**src/rtl/acorn128_pkg.sv**
```systemverilog
// Shared types and constants for the ACORN-128 byte-stream loader.
package acorn128_pkg;

  typedef enum logic [2:0] {
    IDLE   = 3'd0,
    LOAD   = 3'd1,
    LAUNCH = 3'd2,
    WAIT   = 3'd3,
    SEND   = 3'd4
  } state_e;

  localparam int ACORN_BLK_BYTES = 16;
  localparam int ACORN_FIELDS    = 4;
  localparam int ACORN_OUT_BYTES = 32;

  localparam int KEY = 0;
  localparam int IV  = 1;
  localparam int AD  = 2;
  localparam int TXT = 3;

  // Big-endian lane: byte position 0 lands in bits [127:120].
  function automatic logic [6:0] byte_lsb(input logic [3:0] pos);
    return {~pos, 3'b000};
  endfunction

endpackage

```
**src/rtl/acorn128_byte_serializer.sv**
```systemverilog
// 256-bit load/shift register that drains MSB-first as a byte stream,
// flagging the final byte with last_o.
module acorn128_byte_serializer
  import acorn128_pkg::*;
(
  input  logic         clk_i,
  input  logic         rst_ni,
  input  logic         load_i,
  input  logic [255:0] data_i,
  input  logic         ready_i,
  output logic [7:0]   data_o,
  output logic         valid_o,
  output logic         last_o
);

  localparam logic [4:0] LAST_IDX = 5'(ACORN_OUT_BYTES - 1);

  logic [255:0] sreg_q, sreg_d;
  logic         valid_q, valid_d;
  logic         last_q, last_d;
  logic [4:0]   cnt_q, cnt_d;

  // Next-state for the shift register and byte counter.
  always_comb begin
    sreg_d  = sreg_q;
    valid_d = valid_q;
    last_d  = last_q;
    cnt_d   = cnt_q;
    if (load_i) begin
      sreg_d  = data_i;
      valid_d = 1'b1;
      last_d  = 1'b0;
      cnt_d   = 5'd0;
    end else if (valid_q && ready_i) begin
      sreg_d = {sreg_q[247:0], 8'h00};
      if (cnt_q == LAST_IDX) begin
        valid_d = 1'b0;
        last_d  = 1'b0;
        cnt_d   = 5'd0;
      end else begin
        cnt_d  = cnt_q + 5'd1;
        last_d = (cnt_q == (LAST_IDX - 5'd1));
      end
    end else begin
      sreg_d = sreg_q;
    end
  end

  // Serializer state registers.
  always_ff @(posedge clk_i or negedge rst_ni) begin
    if (!rst_ni) begin
      sreg_q  <= 256'd0;
      valid_q <= 1'b0;
      last_q  <= 1'b0;
      cnt_q   <= 5'd0;
    end else begin
      sreg_q  <= sreg_d;
      valid_q <= valid_d;
      last_q  <= last_d;
      cnt_q   <= cnt_d;
    end
  end

  assign data_o  = sreg_q[255:248];
  assign valid_o = valid_q;
  assign last_o  = last_q;

endmodule

```
**src/rtl/acorn128_stream_loader.sv**
```systemverilog
// Byte-stream front end for acorn128_top: frames in operands, returns result+tag.
// Optional ACORN_TAGCHK_EN: decrypt frames carry an expected tag checked on capture.
module acorn128_stream_loader
  import acorn128_pkg::*;
#(
  parameter  int DATA_LEN       = 128,
  parameter  int TIMEOUT_CYCLES = 4096,
  localparam int TO_W           = $clog2(TIMEOUT_CYCLES + 1)
) (
  input  logic         clk,
  input  logic         rst,
  input  logic [7:0]   s_data,
  input  logic         s_valid,
  output logic         s_ready,
  output logic         encrypt_out,
  output logic         start_out,
  output logic [127:0] key_out,
  output logic [127:0] iv_out,
  output logic [127:0] ad_out,
  output logic [127:0] text_out,
  output logic [63:0]  data_length_out,
  input  logic         ready_in,
  input  logic [127:0] result_in,
  input  logic [127:0] tag_in,
  output logic [7:0]   m_data,
  output logic         m_valid,
  input  logic         m_ready,
  output logic         m_last,
  output logic         error_out
`ifdef ACORN_TAGCHK_EN
  ,
  output logic         tag_ok_out
`endif
);

  localparam logic [6:0] LOAD_LAST = 7'(ACORN_FIELDS * ACORN_BLK_BYTES - 1);

  state_e          state_q, state_d;
  logic [6:0]      bcnt_q, bcnt_d;
  logic [TO_W-1:0] to_q, to_d;
  logic            enc_q, enc_d;
  logic            start_q, start_d;
  logic            err_q, err_d;
  logic            srdy_q, srdy_d;
  logic [127:0]    key_q, iv_q, ad_q, txt_q;

  logic            s_xfer_s;
  logic            hdr_s;
  logic            cap_s;
  logic            m_valid_s;
  logic            m_last_s;
  logic [2:0]      fld_s;
  logic [6:0]      lsb_s;
  logic [6:0]      last_idx_s;
  logic [255:0]    cap_data_s;

  assign s_xfer_s = s_valid & srdy_q;
  assign hdr_s    = (state_q == IDLE) & s_xfer_s;
  assign cap_s    = (state_q == WAIT) & ready_in;
  assign fld_s    = bcnt_q[6:4];
  assign lsb_s    = byte_lsb(bcnt_q[3:0]);

`ifdef ACORN_TAGCHK_EN
  logic [127:0] exp_q;
  logic         tag_ok_q;
  logic         tag_match_s;

  assign tag_match_s = (tag_in == exp_q);
  assign last_idx_s  = enc_q ? LOAD_LAST : (LOAD_LAST + 7'd16);
  // A failed decrypt check suppresses the plaintext but still returns the tag.
  assign cap_data_s  = {(enc_q | tag_match_s) ? result_in : 128'd0, tag_in};

  // Encrypt frames carry no expected tag, so they report ok.
  always_ff @(posedge clk or negedge rst) begin
    if (!rst) begin
      tag_ok_q <= 1'b0;
    end else if (hdr_s) begin
      tag_ok_q <= 1'b0;
    end else if (cap_s) begin
      tag_ok_q <= enc_q | tag_match_s;
    end else begin
      tag_ok_q <= tag_ok_q;
    end
  end

  assign tag_ok_out = tag_ok_q;
`else
  assign last_idx_s = LOAD_LAST;
  assign cap_data_s = {result_in, tag_in};
`endif

  // Loader FSM next-state logic.
  always_comb begin
    state_d = state_q;
    bcnt_d  = bcnt_q;
    to_d    = to_q;
    enc_d   = enc_q;
    err_d   = err_q;
    case (state_q)
      IDLE: begin
        if (s_xfer_s) begin
          enc_d   = s_data[0];
          err_d   = 1'b0;
          bcnt_d  = 7'd0;
          state_d = LOAD;
        end else begin
          state_d = IDLE;
        end
      end
      LOAD: begin
        if (s_xfer_s) begin
          if (bcnt_q == last_idx_s) begin
            state_d = LAUNCH;
          end else begin
            bcnt_d = bcnt_q + 7'd1;
          end
        end else begin
          state_d = LOAD;
        end
      end
      LAUNCH: begin
        to_d    = '0;
        state_d = WAIT;
      end
      WAIT: begin
        if (ready_in) begin
          state_d = SEND;
        end else if (to_q == TO_W'(TIMEOUT_CYCLES - 1)) begin
          err_d   = 1'b1;
          state_d = IDLE;
        end else begin
          to_d = to_q + TO_W'(1);
        end
      end
      SEND: begin
        if (m_valid_s && m_ready && m_last_s) begin
          state_d = IDLE;
        end else begin
          state_d = SEND;
        end
      end
      default: state_d = IDLE;
    endcase
    srdy_d  = (state_d == IDLE) || (state_d == LOAD);
    start_d = (state_d == LAUNCH) || (state_d == WAIT);
  end

  // Loader FSM and control registers.
  always_ff @(posedge clk or negedge rst) begin
    if (!rst) begin
      state_q <= IDLE;
      bcnt_q  <= 7'd0;
      to_q    <= '0;
      enc_q   <= 1'b0;
      start_q <= 1'b0;
      err_q   <= 1'b0;
      srdy_q  <= 1'b0;
    end else begin
      state_q <= state_d;
      bcnt_q  <= bcnt_d;
      to_q    <= to_d;
      enc_q   <= enc_d;
      start_q <= start_d;
      err_q   <= err_d;
      srdy_q  <= srdy_d;
    end
  end

  // Operand byte steering; fields hold their value until overwritten.
  always_ff @(posedge clk or negedge rst) begin
    if (!rst) begin
      key_q <= 128'd0;
      iv_q  <= 128'd0;
      ad_q  <= 128'd0;
      txt_q <= 128'd0;
`ifdef ACORN_TAGCHK_EN
      exp_q <= 128'd0;
`endif
    end else if ((state_q == LOAD) && s_xfer_s) begin
      case (fld_s)
        3'(KEY): key_q[lsb_s +: 8] <= s_data;
        3'(IV):  iv_q[lsb_s +: 8]  <= s_data;
        3'(AD):  ad_q[lsb_s +: 8]  <= s_data;
        3'(TXT): txt_q[lsb_s +: 8] <= s_data;
`ifdef ACORN_TAGCHK_EN
        3'd4:    exp_q[lsb_s +: 8] <= s_data;
`endif
        default: ;
      endcase
    end
  end

  acorn128_byte_serializer u_ser (
    .clk_i   (clk),
    .rst_ni  (rst),
    .load_i  (cap_s),
    .data_i  (cap_data_s),
    .ready_i (m_ready),
    .data_o  (m_data),
    .valid_o (m_valid_s),
    .last_o  (m_last_s)
  );

  assign s_ready         = srdy_q;
  assign encrypt_out     = enc_q;
  assign start_out       = start_q;
  assign error_out       = err_q;
  assign key_out         = key_q;
  assign iv_out          = iv_q;
  assign ad_out          = ad_q;
  assign text_out        = txt_q;
  assign data_length_out = 64'(DATA_LEN);
  assign m_valid         = m_valid_s;
  assign m_last          = m_last_s;

endmodule
```
**config.mk**
```make
export PLATFORM = sky130hd
export DESIGN_NAME = acorn128_stream_loader
export DESIGN_NICKNAME = d
export VERILOG_FILES = /design/src/rtl/acorn128_pkg.sv /design/src/rtl/acorn128_byte_serializer.sv /design/src/rtl/acorn128_stream_loader.sv
export SDC_FILE = /design/constraint.sdc
export NUM_CORES = 1
export LEC_CHECK = 0
export BUFFER_PORTS_ARGS = -buffer_cell sky130_fd_sc_hd__buf_2
export CORE_AREA = 2 2 331 333
export DETAILED_ROUTE_END_ITERATION = 16
export DIE_AREA = 0 0 333 335
export GPL_TIMING_DRIVEN = 0
export SLEW_MARGIN = 20
export SYNTH_ARGS = -nofsm -noshare
export SYNTH_HDL_FRONTEND = slang
export SYNTH_SLANG_ARGS = --single-unit
```
**constraint.sdc**
```tcl
create_clock -name clk -period 3.4 [get_ports clk]
set_input_delay 0.34 -clock clk [delete_from_list [all_inputs] [get_ports clk]]
set_output_delay 0.34 -clock clk [all_outputs]
set_load 0.02 [all_outputs]
```
==> results of run 1 <==
==> Yosys cell counts, types with 3 or more instances <==
library cell  instances  area [µm²]
a211o_1               4       35.03
a21oi_1              15       75.07
a31oi_1               5       31.28
and2_1               21       131.4
and3_1                7       43.79
and3b_1               3       26.28
buf_1                 5       18.77
buf_2                31       155.2
buf_4                73       548.0
clkbuf_1            131       491.7
dfrtp_1             802       20070
ha_1                  7       87.58
inv_1                 5       18.77
mux2_2              497        5597
mux2i_1             248        2482
nand2_1             331        1242
nand2b_1              7       43.79
nand3_1              32       160.2
nand3b_1              5       37.54
nand4_1               4       25.02
nor2_1               33       123.9
nor2_2                9       56.30
nor2b_1               4       25.02
nor3_1                7       35.03
nor3_2                3       30.03
nor3b_1               3       22.52
nor4_1                5       31.28
nor4b_4               6       142.6
o211ai_1             10       75.07
o21ai_0             295        1476
o31ai_1              10       75.07
or2_2                 6       37.54
or4_1                 4       30.03
==> where the power goes <==
group          switching [µW]  internal (µW)  total [µW]
combinational            2750           1520        4270
sequential                298          10100       10400
clock                    4190           6080       10300
total                    7230          17700       25000
==> layout by cell type, fill, tap and decap left out, types with 4 or more instances in the layout <==
cell / count
o31ai_1: 10
nand3b_1: 5
nand2b_1: 7
diode_2: 22
nor4b_4: 8
clkbuf_1: 151
clkbuf_16: 90
ha_1: 7
nor4_1: 5
nor2_1: 26
buf_1: 5
nor2_2: 16
buf_16: 6
dlygate4sd3_1: 259
o21ai_0: 295
buf_2: 816
a211o_1: 4
nand3_1: 32
o211ai_1: 10
dfrtp_1: 802
nor2b_1: 4
clkbuf_8: 18
clkinv_2: 7
bufinv_16: 10
inv_1: 5
or2_2: 6
and2_1: 21
and3_1: 7
nor3_1: 7
or4_1: 4
nand4_1: 4
conb_1: 64
a21oi_1: 13
mux2i_1: 248
buf_4: 74
nand2_1: 331
a31oi_1: 5
mux2_2: 497
==> path summary, 6_finish.rpt <==
check | startpoint | endpoint | slack, ns | cells after the start
max | bcnt_q[0] | key_out[87] | 0.06 | 7
min | ready_in | to_q[12] | 0.08 | 3
max reg2reg | bcnt_q[0] | key_out[87] | 0.06 | 7
min reg2reg | u_ser.sreg_q[2] | u_ser.sreg_q[2] | 0.50 | 2
max in group asynchronous | rst | text_out[122] | 0.98 | 5
min in group asynchronous | rst | u_ser.sreg_q[118] | 0.17 | 2
==> cell type report <==
type / instances / area [µm²] / share of cell area
diodes: 22 / 55.05 / 0.001201
plain buffers: 241 / 1229 / 0.02681
clock buffers: 131 / 2586 / 0.05643
clock inverters: 30 / 515.5 / 0.01125
inverters: 5 / 18.77 / 0.0004095
multi-input cells: 1685 / 12870 / 0.2809
flip-flops and latches: 802 / 20070 / 0.4379
well taps: 1414 / 1769 / 0.03860
repair buffers: 1052 / 6714 / 0.1465
==> critical path, delay by kind of cell (launching register included) <==
kind / cells / cell delay [ns]
AND/OR/NAND/NOR: 2 / 0.77
AO/OA/AOI/OAI: 1 / 0.65
buffers and inverters: 2 / 0.52
adder cells (fa/ha/maj): 1 / 0.43
multiplexers: 1 / 0.42
flip-flops: 1 / 0.39
==> through the flow <==
stage               instances  setup TNS, ns
floorplan                2733              0
global placement         4933              -
detailed placement       4939              0
CTS                      5359              0
global route             5379         -1.897
finish                   5382              0
==> state kept, by name (all words and copies together), names as in the netlist <==
name and flops:
u_ser.cnt_q 5, state_q 3, encrypt_out 1, iv_out 128
error_out 1, start_out 1, key_out 128, to_q 13
ad_out 128, u_ser.last_o 1, s_ready 1, bcnt_q 7
u_ser.sreg_q 256, u_ser.valid_o 1, text_out 128
==> metal layers <==
metal,wire (µm),vias up,global-route usage
li1,-,11700,-
met1,47640,12910,0.2487
met2,53730,858,0.3264
met3,6883,284,0.04510
met4,4649,2,0.08212
met5,13,-,0
==> what timing repair did <==
action,4_1_cts,5_1_grt
hold endpoints to repair,317,0
hold buffers,259,0
endpoints found under the setup margin,8,243
gates resized for setup,2,14
==> logic make-up after synthesis <==
logic type      Yosys count  synth area share
buf+inv                 246           0.03669
fa+ha+maj                 7          0.002584
xor+xnor                  2         0.0005169
mux                     745            0.2383
simple gates            510           0.07283
other cells               2         0.0002216
compound gates          357           0.05677
flops                   802            0.5921
==> impl_metrics.prom, run 1 <==
# TYPE chip_impl_metric gauge
chip_impl_metric{name="detailed_place_hpwl",unit="µm"} 81760
chip_impl_info{name="timing_worst_setup_path_type",value="reg2reg"} 1
chip_impl_metric{name="synth.avg_cell_area",unit="µm²"} 12.69
chip_impl_metric{name="slew_violations",unit=""} 0
chip_impl_metric{name="final_core_util",unit=""} 0.4240
chip_impl_metric{name="critical_path.max_stage_delay",unit="ns"} 0.65
chip_impl_info{name="main_synth_ff_type",value="dfrtp_1"} 1
chip_impl_metric{name="antenna_violations_before_repair",unit=""} 22
chip_impl_metric{name="drive_above_1_share",unit=""} 0.4012
chip_impl_info{name="slowest_stage",value="a211oi_1"} 1
chip_impl_metric{name="initialDrtViolationCount",unit=""} 1354
chip_impl_info{name="result_of_the_run",value="finished, final reports clean"} 1
chip_impl_metric{name="die_area",unit="mm²"} 0.1116
chip_impl_metric{name="cts_made_buffers",unit=""} 89
chip_impl_metric{name="routed_wire_length_per_instance",unit="µm"} 20.98
chip_impl_metric{name="drt_pre_antenna_iters",unit=""} 5
chip_impl_metric{name="fin_crit",unit="ns"} 3.343
chip_impl_metric{name="hold_viol",unit=""} 0
chip_impl_metric{name="post_route_drc",unit=""} 0
chip_impl_info{name="tritoncts_clock_tree",value="built"} 1
chip_impl_metric{name="route.vias.total",unit=""} 25750
chip_impl_metric{name="layout-area-overhead-vs-synth",unit="%"} 35.20
chip_impl_metric{name="synth.cell_area",unit="mm²"} 0.03390
chip_impl_metric{name="chipHeight",unit="µm"} 335
chip_impl_metric{name="yosys_warnings",unit=""} 0
chip_impl_metric{name="numClockSinks",unit=""} 802
chip_impl_metric{name="post_placement_cell_area",unit="mm²"} 0.04003
chip_impl_metric{name="synth.lib_cells_used.distinct",unit=""} 63
chip_impl_metric{name="crit_path_max_fanout",unit=""} 10
chip_impl_metric{name="layout.filler_cells",unit=""} 10270
chip_impl_metric{name="min_period_over_period",unit=""} 0.9833
chip_impl_info{name="cp_cell_sequence",value="clkbuf_1 > inv_1 > ha_1 > nand2_1 > a211oi_1 > nand2_1 > mux2_2"} 1
chip_impl_info{name="startpoint_type",value="flop"} 1
chip_impl_info{name="crit_path_end_kind",value="flop"} 1
chip_impl_metric{name="setup_viol_count_final",unit=""} 0
chip_impl_metric{name="max_freq",unit="MHz"} 299.1
chip_impl_metric{name="htreeDepth",unit=""} 3
chip_impl_metric{name="viasPerCell",unit=""} 4.785
chip_impl_metric{name="postLayoutSetupSlackWorst",unit="ns"} 0.05669
chip_impl_metric{name="core-area",unit="mm²"} 0.1081
chip_impl_metric{name="grt_max_degree",unit=""} 137
chip_impl_metric{name="power.total",unit="µW"} 24980
chip_impl_info{name="rsz_0062_raised_after_global_routing",value="yes"} 1
chip_impl_metric{name="worst_setup_hold_path_clk_slew",unit="ns"} 0.07
chip_impl_metric{name="first_pass_grt_wire_length",unit="µm"} 168400
chip_impl_info{name="hp_class",value="in2reg"} 1
chip_impl_metric{name="worst_ep_required_time",unit="ns"} 3.94
chip_impl_metric{name="ant_nets",unit=""} 0
chip_impl_metric{name="drv.max_cap_violation_count",unit=""} 0
chip_impl_info{name="clock_tree.root_cell",value="clkbuf_16"} 1
chip_impl_metric{name="grt_overflow",unit=""} 0
chip_impl_metric{name="finClkSkew",unit="ns"} 0.04314
chip_impl_metric{name="die_extent_in_x",unit="µm"} 333
chip_impl_metric{name="pwr_density_cell",unit="mW/mm²"} 545.1
chip_impl_metric{name="arrival",unit="ns"} 3.88
chip_impl_metric{name="insertion_delay",unit="ns"} 0.69
chip_impl_metric{name="synth-seq-area-share",unit=""} 0.5921
chip_impl_metric{name="placement.io_buffers",unit=""} 786
chip_impl_metric{name="worst-slew-pin-transition",unit="ns"} 1.120
chip_impl_metric{name="worst_hold_slack",unit="ns"} 0.07739
chip_impl_metric{name="number_of_buffers_inserted_by_post_cts_setup_repair",unit=""} 0
chip_impl_metric{name="first_global_vias",unit=""} 26630
chip_impl_metric{name="synth_cells",unit=""} 2671
chip_impl_metric{name="ir_drop",unit="µV"} 381.2
chip_impl_metric{name="globalplace.congestion",unit=""} 0.8475
chip_impl_metric{name="nNetsFinal",unit=""} 4152
chip_impl_metric{name="synth-async-reset-ratio",unit=""} 1.000
chip_impl_metric{name="ios",unit=""} 859
chip_impl_metric{name="synth_enable_flop_cells",unit=""} 0
chip_impl_metric{name="p_leak",unit="µW"} 0.02302
chip_impl_metric{name="ctsLongestPathBuffers",unit=""} 3
chip_impl_metric{name="dp_worst_setup_slack",unit="ns"} 0.04116
chip_impl_metric{name="fin_area",unit="mm²"} 0.04583
chip_impl_metric{name="initial_core_util",unit=""} 0.3136
chip_impl_metric{name="maxSlewHeadroom",unit=""} 0.2490
chip_impl_metric{name="track_usage",unit=""} 0.1974
chip_impl_info{name="critPathMostFrequentCell",value="nand2_1"} 1
chip_impl_metric{name="drt-total-wl",unit="µm"} 112900
chip_impl_metric{name="ys_seq_elements",unit=""} 802
chip_impl_metric{name="placementRows",unit=""} 121
Power figures use the tool's default switching activity.
==> inputs of run 2 (changes only) <==
CORE_AREA = 5 5 327 329   (was 2 2 331 333)
DIE_AREA = 0 0 332 334   (was 0 0 333 335)
==> impl_metrics.prom, run 2 (synthesis gave the netlist of run 1 again) <==
# TYPE chip_impl_metric gauge
chip_impl_info{name="result_of_the_run",value="finished, final reports clean"} 1
chip_impl_metric{name="cell_internal_pwr",unit="µW"} 17550
chip_impl_metric{name="die_area",unit="mm²"} 0.1109
chip_impl_metric{name="pwr_density_cell",unit="mW/mm²"} 540.2
chip_impl_metric{name="flip_flop_count_of_the_largest_register_all_copies_and_words_added",unit=""} 256
chip_impl_metric{name="viasPerCell",unit=""} 4.842
chip_impl_metric{name="antenna_violations_before_repair",unit=""} 17
chip_impl_metric{name="hold_viol",unit=""} 0
chip_impl_metric{name="cts_made_buffers",unit=""} 88
chip_impl_metric{name="detailed_place_hpwl",unit="µm"} 84450
chip_impl_metric{name="power.share.combinational",unit=""} 0.174
chip_impl_info{name="worst_r2r_startpoint",value="bcnt_q[0]"} 1
chip_impl_metric{name="min_period_over_period",unit=""} 0.9418
chip_impl_info{name="mostFrequentLayoutCell",value="buf_2"} 1
chip_impl_metric{name="drive_above_1_share",unit=""} 0.4026
chip_impl_info{name="registers.top_by_ff_count",value="u_ser.sreg_q"} 1
chip_impl_metric{name="finClkSkew",unit="ns"} 0.03815
chip_impl_info{name="crit_path_end_kind",value="flop"} 1
chip_impl_metric{name="globalplace.congestion",unit=""} 0.8195
chip_impl_metric{name="chipHeight",unit="µm"} 334
chip_impl_metric{name="layout-area-overhead-vs-synth",unit="%"} 34.98
chip_impl_metric{name="p_clk_frac",unit=""} 0.404
chip_impl_metric{name="first_global_vias",unit=""} 27630
chip_impl_metric{name="setup_viol_count_final",unit=""} 0
chip_impl_metric{name="max_freq",unit="MHz"} 312.3
chip_impl_metric{name="worst-slew-pin-transition",unit="ns"} 1.147
chip_impl_metric{name="drv.max_cap_violation_count",unit=""} 0
chip_impl_metric{name="grt_overflow",unit=""} 0
chip_impl_metric{name="placement.io_buffers",unit=""} 786
chip_impl_info{name="clock_tree.root_cell",value="clkbuf_16"} 1
chip_impl_metric{name="grt_max_degree",unit=""} 135
chip_impl_info{name="hp_class",value="in2reg"} 1
chip_impl_metric{name="worst_setup_hold_path_clk_slew",unit="ns"} 0.06
chip_impl_metric{name="nNetsFinal",unit=""} 4151
chip_impl_metric{name="insertion_delay",unit="ns"} 0.67
chip_impl_metric{name="routed_wire_length_per_instance",unit="µm"} 21.76
chip_impl_metric{name="core-area",unit="mm²"} 0.1032
chip_impl_info{name="tritoncts_clock_tree",value="built"} 1
chip_impl_metric{name="post_layout_nonfiller_instances",unit=""} 5349
chip_impl_metric{name="first_pass_grt_wire_length",unit="µm"} 175900
chip_impl_metric{name="worstHoldPathCells",unit=""} 3
chip_impl_metric{name="dp_worst_setup_slack",unit="ns"} 0.01035
chip_impl_info{name="hp-start",value="ready_in"} 1
chip_impl_metric{name="setup.reg_to_reg.worst_slack",unit="ns"} 0.20
chip_impl_metric{name="postLayoutSetupSlackWorst",unit="ns"} 0.1979
chip_impl_metric{name="initial_core_util",unit=""} 0.3285
chip_impl_metric{name="track_usage",unit=""} 0.2043
chip_impl_metric{name="worst_ep_required_time",unit="ns"} 3.92
chip_impl_metric{name="crit_path_max_fanout",unit=""} 10
chip_impl_metric{name="drt_pre_antenna_iters",unit=""} 8
chip_impl_metric{name="arrival",unit="ns"} 3.73
chip_impl_metric{name="drt-total-wl",unit="µm"} 116400
chip_impl_metric{name="ir_drop",unit="µV"} 448.8
chip_impl_metric{name="worst_r2r_path_depth",unit=""} 7
chip_impl_info{name="timing_worst_setup_path_type",value="reg2reg"} 1
chip_impl_info{name="critical_path.reg2reg.endpoint",value="iv_out[6]"} 1
chip_impl_metric{name="maxSlewHeadroom",unit=""} 0.2321
chip_impl_metric{name="route.vias.total",unit=""} 25900
chip_impl_metric{name="switching_share",unit=""} 0.2899
chip_impl_metric{name="numClockSinks",unit=""} 802
chip_impl_info{name="startpoint_type",value="flop"} 1
chip_impl_metric{name="numPlacedInstances",unit=""} 4906
chip_impl_metric{name="p_sw",unit="µW"} 7166
chip_impl_metric{name="post_route_drc",unit=""} 0
chip_impl_info{name="hold-path-endpoint",value="to_q[12]"} 1
chip_impl_metric{name="fin_crit",unit="ns"} 3.202
chip_impl_metric{name="share_seq_of_total_power",unit=""} 0.423
chip_impl_metric{name="p_leak",unit="µW"} 0.02303
chip_impl_metric{name="slew_violations",unit=""} 0
chip_impl_info{name="layout_common_cells",value="816 x buf_2, 802 x dfrtp_1, 497 x mux2_2"} 1
chip_impl_metric{name="die_extent_in_x",unit="µm"} 332
chip_impl_metric{name="ant_nets",unit=""} 0
chip_impl_metric{name="htreeDepth",unit=""} 3
chip_impl_metric{name="initialDrtViolationCount",unit=""} 1368
chip_impl_metric{name="placementRows",unit=""} 118
chip_impl_metric{name="ios",unit=""} 859
chip_impl_metric{name="ctsLongestPathBuffers",unit=""} 3
-- run 2: worst max-delay path, stage by stage (launching register included) --
cell      delay [ns]
dfrtp_1         0.40
clkbuf_1        0.38
inv_1           0.16
ha_1            0.41
nand2b_1        0.24
nor2_1          0.53
nand2_1         0.49
mux2_2          0.42
-- run 2: metal layers --
layer	global-route usage	vias up	share of wire
li1	-	11690	-
met2	0.3399	921	0.48
met3	0.04326	293	0.055
met1	0.2566	13000	0.42
met4	0.09482	0	0.047
met5	0	-	0
-- run 2: how the worst max path moves through the flow --
stage / start / endpoint / slack (ns) / depth (start not counted)
detailed placement: bcnt_q[0] / ad_out[114] / 0.01 / 7
CTS: bcnt_q[0] / iv_out[53] / 0.006 / 7
global route: bcnt_q[0] / iv_out[49] / -0.007 / 7
global placement: rst / ad_out[57] / -15.90 / 1
finish: bcnt_q[0] / iv_out[6] / 0.20 / 7
floorplan: bcnt_q[0] / key_out[100] / 1.03 / 8
-- run 2: cell type report --
cell class | instances | area (µm²)
sequential | 802 | 20070
clock inverter | 27 | 375.4
multi-input combinational | 1685 | 12870
timing repair buffer | 1052 | 6714
tap | 1380 | 1727
clock buffer | 137 | 2699
buffer | 241 | 1229
antenna | 20 | 50.05
fill | 9601 | 57450
inverter | 5 | 18.77
-- run 2: power by group through the flow --
| stage | Clock [µW] | Sequential (µW) | Combinational (µW) |
|---|---|---|---|
| floorplan | 0 | 11300 | 1490 |
| global placement | 0 | 10600 | 3950 |
| detailed placement | 0 | 10600 | 4020 |
| CTS | 10200 | 10400 | 4290 |
| global route | 10600 | 10500 | 4570 |
| finish | 9980 | 10500 | 4290 |
-- run 2: timing repair --
item	4_1_cts	5_1_grt
setup buffers	0	0
gates resized for setup	1	14
hold buffers	259	0
hold endpoints to repair	321	0
endpoints found under the setup margin	16	169
-- run 2: through the flow --
step	utilization	power, µW	hold slack [ns]	TNS, ns	instance area (µm²)
after floorplan	-	12810	0.04441	0	34130
after global routing	0.4433	25700	0.06366	-0.03745	45750
after detailed placement	0.3876	14630	0.2712	0	40000
after global placement	0.3856	14550	0.4818	-	39790
after CTS	0.4426	24950	0.01335	0	45670
final	0.4434	24720	0.08394	0	45760
